File: config.mk
export PLATFORM = sky130hd
export DESIGN_NAME = lcd_pattern_gen
export DESIGN_NICKNAME = d
export VERILOG_FILES = /design/src/rtl/lcd_pattern_gen.sv
export SDC_FILE = /design/constraint.sdc
export NUM_CORES = 1
export LEC_CHECK = 0
export ABC_AREA = 1
export CAP_MARGIN = 20
export CORE_MARGIN = 5
export CORE_UTILIZATION = 51
export DETAILED_ROUTE_END_ITERATION = 12
export GPL_TIMING_DRIVEN = 1
export PLACE_DENSITY = 0.71
export SLEW_MARGIN = 10
export SYNTH_ARGS = -nofsm -noshare
export SYNTH_HDL_FRONTEND = slang
export SYNTH_SLANG_ARGS = --single-unit
File: constraint.sdc
create_clock -name clk -period 2 [get_ports clk]
set_input_delay 0.6 -clock clk [delete_from_list [all_inputs] [get_ports clk]]
set_output_delay 0.6 -clock clk [all_outputs]
set_load 0.02 [all_outputs]
File: src/rtl/lcd_pattern_gen.sv
// RGB565 test-pattern source: rebuilds x/y from the timing generator's DE/syncs, pipelines them 1 clk,
// and paints one of four patterns chosen by a debounced key. Optional macro: LCDPAT_AUTO_CYCLE_EN.
module lcd_pattern_gen #(
  parameter int   H_ACTIVE     = 800,
  parameter int   V_ACTIVE     = 480,
  parameter logic SYNC_ACT     = 1'b0,
  parameter int   DEBOUNCE_CYC = 333333,
  parameter int   AUTO_FRAMES  = 120
) (
  input  logic       clk,
  input  logic       nRST,
  input  logic       de_i,
  input  logic       hsync_i,
  input  logic       vsync_i,
  input  logic       key_i,
  output logic       de_o,
  output logic       hsync_o,
  output logic       vsync_o,
  output logic [4:0] lcd_r,
  output logic [5:0] lcd_g,
  output logic [4:0] lcd_b,
  output logic [1:0] pattern_o
);

  localparam logic [10:0]     X_MAX   = 11'(H_ACTIVE - 1);
  localparam logic [9:0]      Y_MAX   = 10'(V_ACTIVE - 1);
  localparam int              BAR_W   = H_ACTIVE / 8;
  localparam int              DB_W    = $clog2(DEBOUNCE_CYC + 1);
  localparam logic [DB_W-1:0] DB_LAST = DB_W'(DEBOUNCE_CYC - 1);

  logic [10:0]     x_reg;
  logic [9:0]      y_reg;
  logic            key_meta_reg;
  logic            key_sync_reg;
  logic            key_db_reg;
  logic [DB_W-1:0] db_cnt_reg;
  logic            pending_reg;
  logic [1:0]      pattern_reg;

  logic       frame_start;
  logic       de_fall;
  logic       press;
  logic       key_advance;
  logic       advance;
  logic [2:0] bar;
  logic [4:0] pix_r;
  logic [5:0] pix_g;
  logic [4:0] pix_b;

  // de_o/vsync_o hold last cycle's inputs, so they double as edge-detect history
  assign frame_start = (vsync_i == SYNC_ACT) && (vsync_o != SYNC_ACT);
  assign de_fall     = de_o && !de_i;
  assign press       = (key_sync_reg != key_db_reg) && (db_cnt_reg == DB_LAST) && !key_sync_reg;
  assign key_advance = frame_start && (pending_reg || press);
  assign pattern_o   = pattern_reg;

  always_ff @(posedge clk or negedge nRST) begin
    if (!nRST) begin
      x_reg <= '0;
      y_reg <= '0;
    end else begin
      if (!de_i)
        x_reg <= '0;
      else if (x_reg != X_MAX)
        x_reg <= x_reg + 11'd1;

      if (frame_start)
        y_reg <= '0;
      else if (de_fall && (y_reg != Y_MAX))
        y_reg <= y_reg + 10'd1;
    end
  end

  always_ff @(posedge clk or negedge nRST) begin
    if (!nRST) begin
      key_meta_reg <= 1'b1;
      key_sync_reg <= 1'b1;
      key_db_reg   <= 1'b1;
      db_cnt_reg   <= '0;
    end else begin
      key_meta_reg <= key_i;
      key_sync_reg <= key_meta_reg;
      if (key_sync_reg == key_db_reg) begin
        db_cnt_reg <= '0;
      end else if (db_cnt_reg == DB_LAST) begin
        key_db_reg <= key_sync_reg;
        db_cnt_reg <= '0;
      end else begin
        db_cnt_reg <= db_cnt_reg + 1'b1;
      end
    end
  end

`ifdef LCDPAT_AUTO_CYCLE_EN
  localparam int              FC_W    = $clog2(AUTO_FRAMES + 1);
  localparam logic [FC_W-1:0] FC_LAST = FC_W'(AUTO_FRAMES - 1);

  logic [FC_W-1:0] frame_cnt_reg;
  logic            auto_advance;

  assign auto_advance = frame_start && (frame_cnt_reg == FC_LAST);
  assign advance      = key_advance || auto_advance;

  // Any advance, key or auto, restarts the frame count
  always_ff @(posedge clk or negedge nRST) begin
    if (!nRST)
      frame_cnt_reg <= '0;
    else if (frame_start)
      frame_cnt_reg <= advance ? '0 : frame_cnt_reg + 1'b1;
  end
`else
  logic unused_auto_frames;
  assign unused_auto_frames = ^(32'(AUTO_FRAMES));
  assign advance            = key_advance;
`endif

  // A press landing on the boundary cycle is consumed by that same boundary
  always_ff @(posedge clk or negedge nRST) begin
    if (!nRST) begin
      pending_reg <= 1'b0;
      pattern_reg <= 2'd0;
    end else begin
      pending_reg <= frame_start ? 1'b0 : (pending_reg || press);
      if (advance)
        pattern_reg <= pattern_reg + 2'd1;
    end
  end

  always_comb begin
    bar = 3'd0;
    for (int i = 1; i < 8; i++)
      if (x_reg >= 11'(i * BAR_W))
        bar = 3'(i);
  end

  always_comb begin
    pix_r = '0;
    pix_g = '0;
    pix_b = '0;
    case (pattern_reg)
      2'd0: begin
        // Bar order white..black maps to R=~bar[1], G=~bar[2], B=~bar[0]
        pix_r = {5{~bar[1]}};
        pix_g = {6{~bar[2]}};
        pix_b = {5{~bar[0]}};
      end
      2'd1: begin
        pix_r = x_reg[8:4];
        pix_g = y_reg[8:3];
        pix_b = x_reg[8:4] ^ y_reg[8:4];
      end
      2'd2: begin
        pix_r = {5{x_reg[5] ^ y_reg[5]}};
        pix_g = {6{x_reg[5] ^ y_reg[5]}};
        pix_b = {5{x_reg[5] ^ y_reg[5]}};
      end
      default: begin
        if ((x_reg == 11'd0) || (x_reg == X_MAX) || (y_reg == 10'd0) || (y_reg == Y_MAX) ||
            (x_reg[5:0] == 6'd0) || (y_reg[5:0] == 6'd0)) begin
          pix_r = '1;
          pix_g = '1;
        end
        pix_b = '1;
      end
    endcase
  end

  always_ff @(posedge clk or negedge nRST) begin
    if (!nRST) begin
      de_o    <= 1'b0;
      hsync_o <= ~SYNC_ACT;
      vsync_o <= ~SYNC_ACT;
      lcd_r   <= '0;
      lcd_g   <= '0;
      lcd_b   <= '0;
    end else begin
      de_o    <= de_i;
      hsync_o <= hsync_i;
      vsync_o <= vsync_i;
      lcd_r   <= de_i ? pix_r : 5'd0;
      lcd_g   <= de_i ? pix_g : 6'd0;
      lcd_b   <= de_i ? pix_b : 5'd0;
    end
  end

endmodule

==> flow_summary.ini, run 1 <==
[run_status]
status = complete, no violations

[synthesis]
yosysTopAreaCellShare_pct = 42.16
synth_largest_area_cell = dfrtp_1
synth_area_leaders = dfrtp_1 42%, nand2_1 9.4%, inv_1 6.2%
postSynthCellCount = 444
synth-seq-cells = 65
ys_types = 37
synth_edf_count = 0
ys_seq_area_share_pct = 45.85
synth-async-reset-ratio_pct = 100.0
synth_ff_type = dfrtp_1
syn_nets = 460
syn_avg_cell_area_sq_um = 8.020
synth_area_sq_um = 3561
yosysWarnings = 0

[timing]
relSlewSlack_pct = 73.10
skew_ps = 14.51
grt_setup_unrepaired = no
hold_violations = 0
min_period_over_period_pct = 96.68
tightest_slew_ps = 399.8
period_needed_ps = 1934
setup_violations = 0
setup_tns_ps = 0
drv_slew = 0
fmax_mhz = 517.2
whs_ps = 243.3
fin_ws_ps = 66.40

[global_routing]
grt_pass1_vias = 2878
grt_first_pass_wirelength_um = 13340
antenna_found_initial = 0
grt_start_max_net_pins = 66
track_usage_pct = 19.46
gr-total-overflow = 0

[worst_setup_path]
crit_arrival_ps = 1330
rrSetupSlack_ps = 310
criticalPathCategory = reg2out
cp_max_fo = 2
path_buf_inv = 1
crit_required_ps = 1400
worst_setup_path_start_kind = flop
critPathMaxStageDelay_ps = 620
end_kind = primary output
path_cells = clkdlybuf4s50_1
cp_slowest_cell = clkdlybuf4s50_1
crit_family = buffers and inverters

[die]
row_count = 30
die_area_sq_um = 8753
coreArea_sq_um = 6794
die_w_um = 93.56
fp.dieH_um = 93.56
io-pin-count = 27
initial_core_util_pct = 52.41

[power]
p_sw_w = 0.0008182
ir_drop_v = 0.0003549
power_density_nw_per_um2 = 698.1
power.internal_w = 0.002058
power_switching_share_pct = 28.44
power_frac_clock_pct = 33.6
seq_power_share_pct = 50.0
p_leak_nw = 1.930
p_comb_share_pct = 16.4

[clocking]
htreeDepth = 3
postCtsSetupBuffers = 0
root_buffer = clkbuf_8
clkLatencyLatePin_ps = 350
cts.clk_slew.worst_paths_ps = 70
cts_hold_buf = 0
post_cts_resized = 4
cts_tree = yes
cts_made_buffers = 9
cts_buffer_depth = 2
cts.sinks = 65

[final_layout]
diodes = 0
fin_area_sq_um = 4120
largest_register_ffs = 19
layout_common_cells = 89 x nand2_1, 60 x dfrtp_1, 59 x inv_1
fillers = 620
layout_commonest_cell = nand2_1
synthToLayoutAreaGrowth_pct = 15.71
multiInputGateArea_sq_um = 1639
seqCellArea_sq_um = 1633
final_nets = 496
drive_gt1_share_pct = 11.34

[drt]
routed_wl_um = 7764
drcViolationCount = 0
wl_per_cell_um = 13.36
dr.pass1.iters = 5
final_antenna_net_count = 0
num_vias = 3085
drt_iter0_markers = 240
vias_per_cell = 5.310

[placed_design]
post-dp-hpwl_um = 5688
gp_congestion = 0.9387
port-buffer-count = 26
dpl_cell_area_sq_um = 3960
dp_slack_ps = 186.6

[hold_path]
hold_class = in2async

[job]
maxCapViolCount = 0
power groups by stage:
| stage | clock [W] | sequential, W | combinational [W] |
|---|---|---|---|
| global placement | 0 | 0.00146 | 0.000473 |
| detailed placement | 0 | 0.00146 | 0.000483 |
| global route | 0.00106 | 0.00145 | 0.000525 |
| finish | 0.000967 | 0.00144 | 0.000472 |
| floorplan | 0 | 0.00153 | 0.000182 |
| CTS | 0.000991 | 0.00144 | 0.000480 |
cell families (layout without fill, tap and decap cells):
group | after synthesis | count (layout) | share of synthesized area, %
AO/OA/AOI/OAI | 54 | 54 | 8.855
flip-flops | 65 | 65 | 45.85
adder cells (fa/ha/maj) | 10 | 10 | 3.514
AND/OR/NAND/NOR | 222 | 222 | 29.23
buffers and inverters | 75 | 116 | 8.116
XOR/XNOR | 18 | 18 | 4.427
worst paths after layout:
kind                              start            to  cells after the start
min reg2reg                key_meta_reg  key_sync_reg                      0
max                                de_o          de_o                      1
min in group clk           key_meta_reg  key_sync_reg                      0
max reg2reg                    x_reg[0]      lcd_r[3]                      9
min                                nRST      lcd_b[3]                      2
max in group asynchronous          nRST       vsync_o                      2
metrics by stage:
stage | utilization, % | power (W) | instances
floorplan | - | 0.001716 | 444
global placement | 58.29 | 0.001933 | 565
detailed placement | 58.29 | 0.001947 | 565
CTS | 60.64 | 0.002910 | 581
global route | 60.64 | 0.003034 | 581
finish | 60.64 | 0.002876 | 581
synth_stat cells (all sizes together), types with 4 or more instances:
cell	number
nand4	16
dfstp	5
a31oi	5
nand3	37
o21ai	16
nand2	91
nor3	15
nor2	56
xor2	16
buf	6
a21oi	25
a22oi	4
inv	65
ha	10
dfrtp	60
layout make-up:
class	count	area share, %
inverter	68	6.195
tap	96	2.915
clock buffer	12	3.523
clock inverter	4	0.4859
sequential	65	39.63
multi-input combinational	304	39.78
timing repair buffer	32	7.470
per-layer routing:
metal / vias to the layer above / share of wire (%) / global-route usage [%]
met4: 0 / 1.4 / 5.897
li1: 1515 / - / -
met1: 1445 / 47 / 27.53
met2: 111 / 45 / 28.59
met5: - / 0 / 0
met3: 14 / 7.0 / 6.034
Power figures use the tool's default switching activity.
==> run 2, diff against run 1 <==
--- a/config.mk
+++ b/config.mk
@@ -5,13 +5,12 @@
 export SDC_FILE = /design/constraint.sdc
 export NUM_CORES = 1
 export LEC_CHECK = 0
-export ABC_AREA = 1
 export CAP_MARGIN = 20
 export CORE_MARGIN = 5
 export CORE_UTILIZATION = 51
 export DETAILED_ROUTE_END_ITERATION = 12
 export GPL_TIMING_DRIVEN = 1
-export PLACE_DENSITY = 0.71
+export PLACE_DENSITY = 0.72
 export SLEW_MARGIN = 10
 export SYNTH_ARGS = -nofsm -noshare
 export SYNTH_HDL_FRONTEND = slang
==> run 2 against run 1 <==
Compared with the run above:
- wire length down 13%
- highest routed layer unchanged
- via count down 18%
- clock power down 6.7%
- worst setup slack worse by 62 ps
- critical path type is now reg2reg
- critical path depth up 4
- register-to-register slack worse by 310 ps
- final cell count down 19%
- sequential power up 6%
==> flow_summary.ini, run 2 <==
[worst_setup_path]
rrSetupSlack_ps = 5
reg2reg_depth = 5
cp_max_fo = 2
cp_slowest_cell = or4b_4
worst_setup_path_start_kind = flop
end_kind = flop
path_cells = or4b_4 -> nor4b_4 -> a41oi_2 -> nor2b_2 -> mux2_4
crit_arrival_ps = 2210
r2r-start = db_cnt_reg[14]
regToRegEndpoint = pattern_o[1]
critPathMaxStageDelay_ps = 550
criticalPathCategory = reg2reg
crit_required_ps = 2220

[timing]
skew_ps = 6.457
whs_ps = 276.3
drv_slew = 0
setup_violations = 0
grt_setup_unrepaired = yes
fin_ws_ps = 4.797
tightest_slew_ps = 556.4
fmax_mhz = 501.2
period_needed_ps = 1995
setup_tns_ps = 0
relSlewSlack_pct = 62.91
min_period_over_period_pct = 99.76
hold_violations = 0

[final_layout]
layout_common_cells = 60 x dfrtp_1, 49 x nor2_1, 29 x nand2_1
diodes = 0
synthToLayoutAreaGrowth_pct = 21.59
drive_gt1_share_pct = 12.98
multiInputGateArea_sq_um = 1544
fillers = 506
layout_commonest_cell = dfrtp_1
largest_register_ffs = 19
fin_area_sq_um = 3954
final_nets = 404
seqCellArea_sq_um = 1633

[power]
p_leak_nw = 1.782
power_density_nw_per_um2 = 837.0
fin_total_pwr_w = 0.003309
ir_drop_v = 0.0005963

[die]
fp.dieH_um = 89.85
row_count = 29
initial_core_util_pct = 51.80
coreArea_sq_um = 6277
die_area_sq_um = 8073
die_w_um = 89.85
io-pin-count = 27

[drt]
vias_per_cell = 5.398
routed_wl_um = 6717
final_antenna_net_count = 0
num_vias = 2537
dr.pass1.iters = 4
wl_per_cell_um = 14.29
drcViolationCount = 0
drt_iter0_markers = 106

[global_routing]
grt_pass1_vias = 2504
grt_start_max_net_pins = 66
track_usage_pct = 17.71
antenna_found_initial = 0
grt_first_pass_wirelength_um = 11860
gr-total-overflow = 0

[synthesis]
syn_nets = 355
postSynthCellCount = 339
ys_types = 42
synth_area_leaders = dfrtp_1 46%, xor2_1 6.7%, nor2_1 5.7%
yosysTopAreaCellShare_pct = 46.17
yosysWarnings = 0
synth_area_sq_um = 3252
synth_commonest_cells = 60 x dfrtp_1, 49 x nor2_1, 29 x nand2_1
syn_avg_cell_area_sq_um = 9.593
synth_largest_area_cell = dfrtp_1
synth.most_common_cell = dfrtp_1
ys_seq_area_share_pct = 50.21
synth_edf_count = 0
synth-async-reset-ratio_pct = 100.0
synth-seq-cells = 65
synth_ff_type = dfrtp_1

[placed_design]
port-buffer-count = 26
dpl_cell_area_sq_um = 3757
dp_slack_ps = -111.4
gp_congestion = 0.9016
post-dp-hpwl_um = 4683

[clocking]
root_buffer = clkbuf_8
cts_buffer_depth = 2
htreeDepth = 3
cts.sinks = 65
cts_hold_buf = 0
cts_tree = yes
cts.clk_slew.worst_paths_ps = 60
clkLatencyLatePin_ps = 340
cts_made_buffers = 9

[run_status]
status = complete, no violations

[hold_path]
hold_class = in2async

[job]
maxCapViolCount = 0
run 2: cell type report:
type / count / share of cell area [%]
clock inverter: 1 / 0.1266
multi-input combinational: 245 / 39.05
timing repair buffer: 52 / 11.96
sequential: 65 / 41.30
tap: 77 / 2.437
inverter: 15 / 1.424
clock buffer: 15 / 3.703
run 2: worst max-delay path, delay by kind of cell (launching register included):
family,cells,cell delay [ps]
AND/OR/NAND/NOR,3,1020
flip-flops,1,390
multiplexers,1,320
AO/OA/AOI/OAI,1,160
run 2: logic make-up (layout without fill, tap and decap cells):
logic type	after synthesis	in the layout	share of synthesized area [%]
fa+ha+maj	10	10	3.848
mux	1	1	0.3463
buf+inv	29	83	3.540
simple gates	148	148	22.62
xor+xnor	42	42	11.31
compound gates	44	44	8.119
flops	65	65	50.21
run 2: repair_timing:
item                                   4_1_cts  5_1_grt
endpoints found under the hold margin        0        0
setup endpoints to repair                    5       15
resized for setup                            5        8
setup buffers                                1        0
pin swaps                                    2        2
cloned                                       0        0
run 2: how the worst max path moves through the flow:
| stage | start | endpoint | slack, ps | cells after the start |
|---|---|---|---|---|
| finish | db_cnt_reg[14] | pattern_o[1] | 5 | 5 |
| global route | db_cnt_reg[14] | pattern_o[1] | -90 | 5 |
| CTS | db_cnt_reg[8] | pattern_o[1] | 0.8 | 5 |
| detailed placement | de_i | lcd_b[2] | -110 | 4 |
| global placement | de_i | lcd_b[1] | -80 | 4 |
| floorplan | db_cnt_reg[14] | pattern_o[1] | 30 | 5 |
run 2: metrics by stage:
stage,instances,utilization (%)
final,470,62.99
after CTS,470,62.43
after global placement,453,59.86
after global routing,470,62.99
after floorplan,339,-
after detailed placement,453,59.86
run 2: report_power, final:
part | total, W | switching [W] | internal (W)
Sequential | 0.00152 | 0.0000639 | 0.00146
Clock | 0.000902 | 0.000451 | 0.000451
Combinational | 0.000883 | 0.000493 | 0.000390
run 2: routing by layer:
metal	vias up	GRT usage, %	wire [um]
met4	0	7.568	76
met2	49	25.06	3006
met3	6	4.591	265
met1	1225	25.60	3368
li1	1257	-	-
met5	-	0	0
==> run 3, diff against run 2 <==
--- a/config.mk
+++ b/config.mk
@@ -6,7 +6,7 @@
 export NUM_CORES = 1
 export LEC_CHECK = 0
 export CAP_MARGIN = 20
-export CORE_MARGIN = 5
+export CORE_MARGIN = 4
 export CORE_UTILIZATION = 51
 export DETAILED_ROUTE_END_ITERATION = 12
 export GPL_TIMING_DRIVEN = 1
==> constraint.sdc (replaced) <==
create_clock -name clk -period 1.87 [get_ports clk]
set_input_delay 0.561 -clock clk [delete_from_list [all_inputs] [get_ports clk]]
set_output_delay 0.561 -clock clk [all_outputs]
set_load 0.02 [all_outputs]
==> run 3 against run 2 <==
Compared with the run above:
- the flow now finishes with violations (setup timing)
- core utilization up 5.7 points
- maximum frequency fell by 0.74%
- critical path type unchanged
- critical path depth unchanged
- sequential power increased by 7%
- die area fell by 4.4%
- final cell count grew 4.5%
- clock skew up 11 ps
- combinational power grew 13%
- via count rose by 6.7%
- wire length is 8.9% higher
- sequential cell count is the same
- count of clock-buffer cells in the layout up 1
==> flow_summary.ini, run 3 (synthesized netlist as in run 2, its figures left out) <==
[run_status]
status = finished, violations left
failed_checks = setup timing

[drt]
dr.pass1.iters = 4
wl_per_cell_um = 14.90
routed_wl_um = 7317
num_vias = 2708
drt_iter0_markers = 165
vias_per_cell = 5.515
final_antenna_net_count = 0
drcViolationCount = 0

[final_layout]
largest_register_ffs = 19
layout_commonest_cell = dfrtp_1
seqCellArea_sq_um = 1633
multiInputGateArea_sq_um = 1579
fillers = 481
synthToLayoutAreaGrowth_pct = 27.97
final_cells = 491
diodes = 0
layout_common_cells = 60 x dfrtp_1, 49 x nor2_1, 48 x buf_4
drive_gt1_share_pct = 19.71
final_nets = 427
fin_area_sq_um = 4161

[power]
power_density_nw_per_um2 = 881.3
ir_drop_v = 0.0007321
p_leak_nw = 1.896
fin_total_pwr_w = 0.003667

[global_routing]
grt_first_pass_wirelength_um = 12570
gr-total-overflow = 0
antenna_found_initial = 0
grt_start_max_net_pins = 66
grt_pass1_vias = 2669
track_usage_pct = 20.94

[timing]
period_needed_ps = 2010
drv_slew = 0
fmax_mhz = 497.5
tightest_slew_ps = 509.6
skew_ps = 17.18
grt_setup_unrepaired = yes
relSlewSlack_pct = 66.03
hold_violations = 0
fin_ws_ps = -140.0
setup_violations = 2
min_period_over_period_pct = 107.5

[worst_setup_path]
crit_arrival_ps = 2220
cp_max_fo = 2
criticalPathCategory = reg2reg
end_kind = flop
crit_required_ps = 2080
r2r-start = db_cnt_reg[7]
worst_setup_path_start_kind = flop
cp-startpoint = db_cnt_reg[7]

[clocking]
cts_made_buffers = 9
cts_tree = yes
cts_hold_buf = 0
cts.clk_slew.worst_paths_ps = 80
clkLatencyLatePin_ps = 330
root_buffer = clkbuf_8
htreeDepth = 3
cts.sinks = 65
cts_buffer_depth = 2

[die]
die_w_um = 87.85
fp.dieH_um = 87.85
io-pin-count = 27
row_count = 28
die_area_sq_um = 7718
coreArea_sq_um = 6061
initial_core_util_pct = 53.65

[placed_design]
gp_congestion = 0.8377
dpl_cell_area_sq_um = 3892
post-dp-hpwl_um = 5128
place_inst = 471
dp_slack_ps = -154.3
port-buffer-count = 26

[job]
maxCapViolCount = 0

[hold_path]
hold_class = in2async
-- run 3: per-layer routing --
metal / vias to the layer above / wire [um] / track usage (%)
li1: 1310 / - / -
met1: 1303 / 3511 / 29.85
met2: 82 / 3317 / 31.71
met3: 13 / 360 / 3.669
met4: 0 / 128 / 8.647
met5: - / 0 / 0
-- run 3: layout make-up --
class / count / share of cell area [%]
Timing Repair Buffer: 75 / 15.12
Inverter: 15 / 1.353
Clock buffer: 16 / 4.089
Tap cell: 75 / 2.255
Sequential cell: 65 / 39.24
Multi-Input combinational cell: 245 / 37.94
-- run 3: where the power goes --
part           switching, W  internal, W
clock network      0.000485     0.000558
logic              0.000547     0.000455
registers         0.0000594      0.00156
-- run 3: repair_timing --
item,4_1_cts,5_1_grt
buffers inserted,2,2
gates resized for setup,11,9
endpoints found under the setup margin,17,14
pin swaps,2,3
-- run 3: metrics by stage --
step / utilization, % / TNS, ps / hold WS (ps)
after global placement: 64.22 / -1189 / 352.3
after detailed placement: 64.22 / -1915 / 354.5
after global routing: 68.66 / -279.3 / 268.8
after floorplan: - / -88.11 / 265.4
final: 68.66 / -166.6 / 234.8
after CTS: 67.69 / -105.3 / 240.9
-- run 3: path summary, 6_finish.rpt --
| kind | to | slack, ps | cells after the start |
|---|---|---|---|
| setup / recovery | pattern_o[1] | -140 | 5 |
| hold / removal | db_cnt_reg[10] | 230 | 2 |
| setup reg to reg | pattern_o[1] | -140 | 5 |
| hold reg to reg | key_sync_reg | 360 | 0 |
| max in group asynchronous | vsync_o | 1310 | 2 |
| min in group clk | key_sync_reg | 360 | 0 |
-- run 3: critical path: stages, from the launching register on --
cell and delay (ps):
dfrtp_1 380, or4b_4 550, nor4b_4 310, a41oi_2 160, nor2b_2 170, mux2_4 310
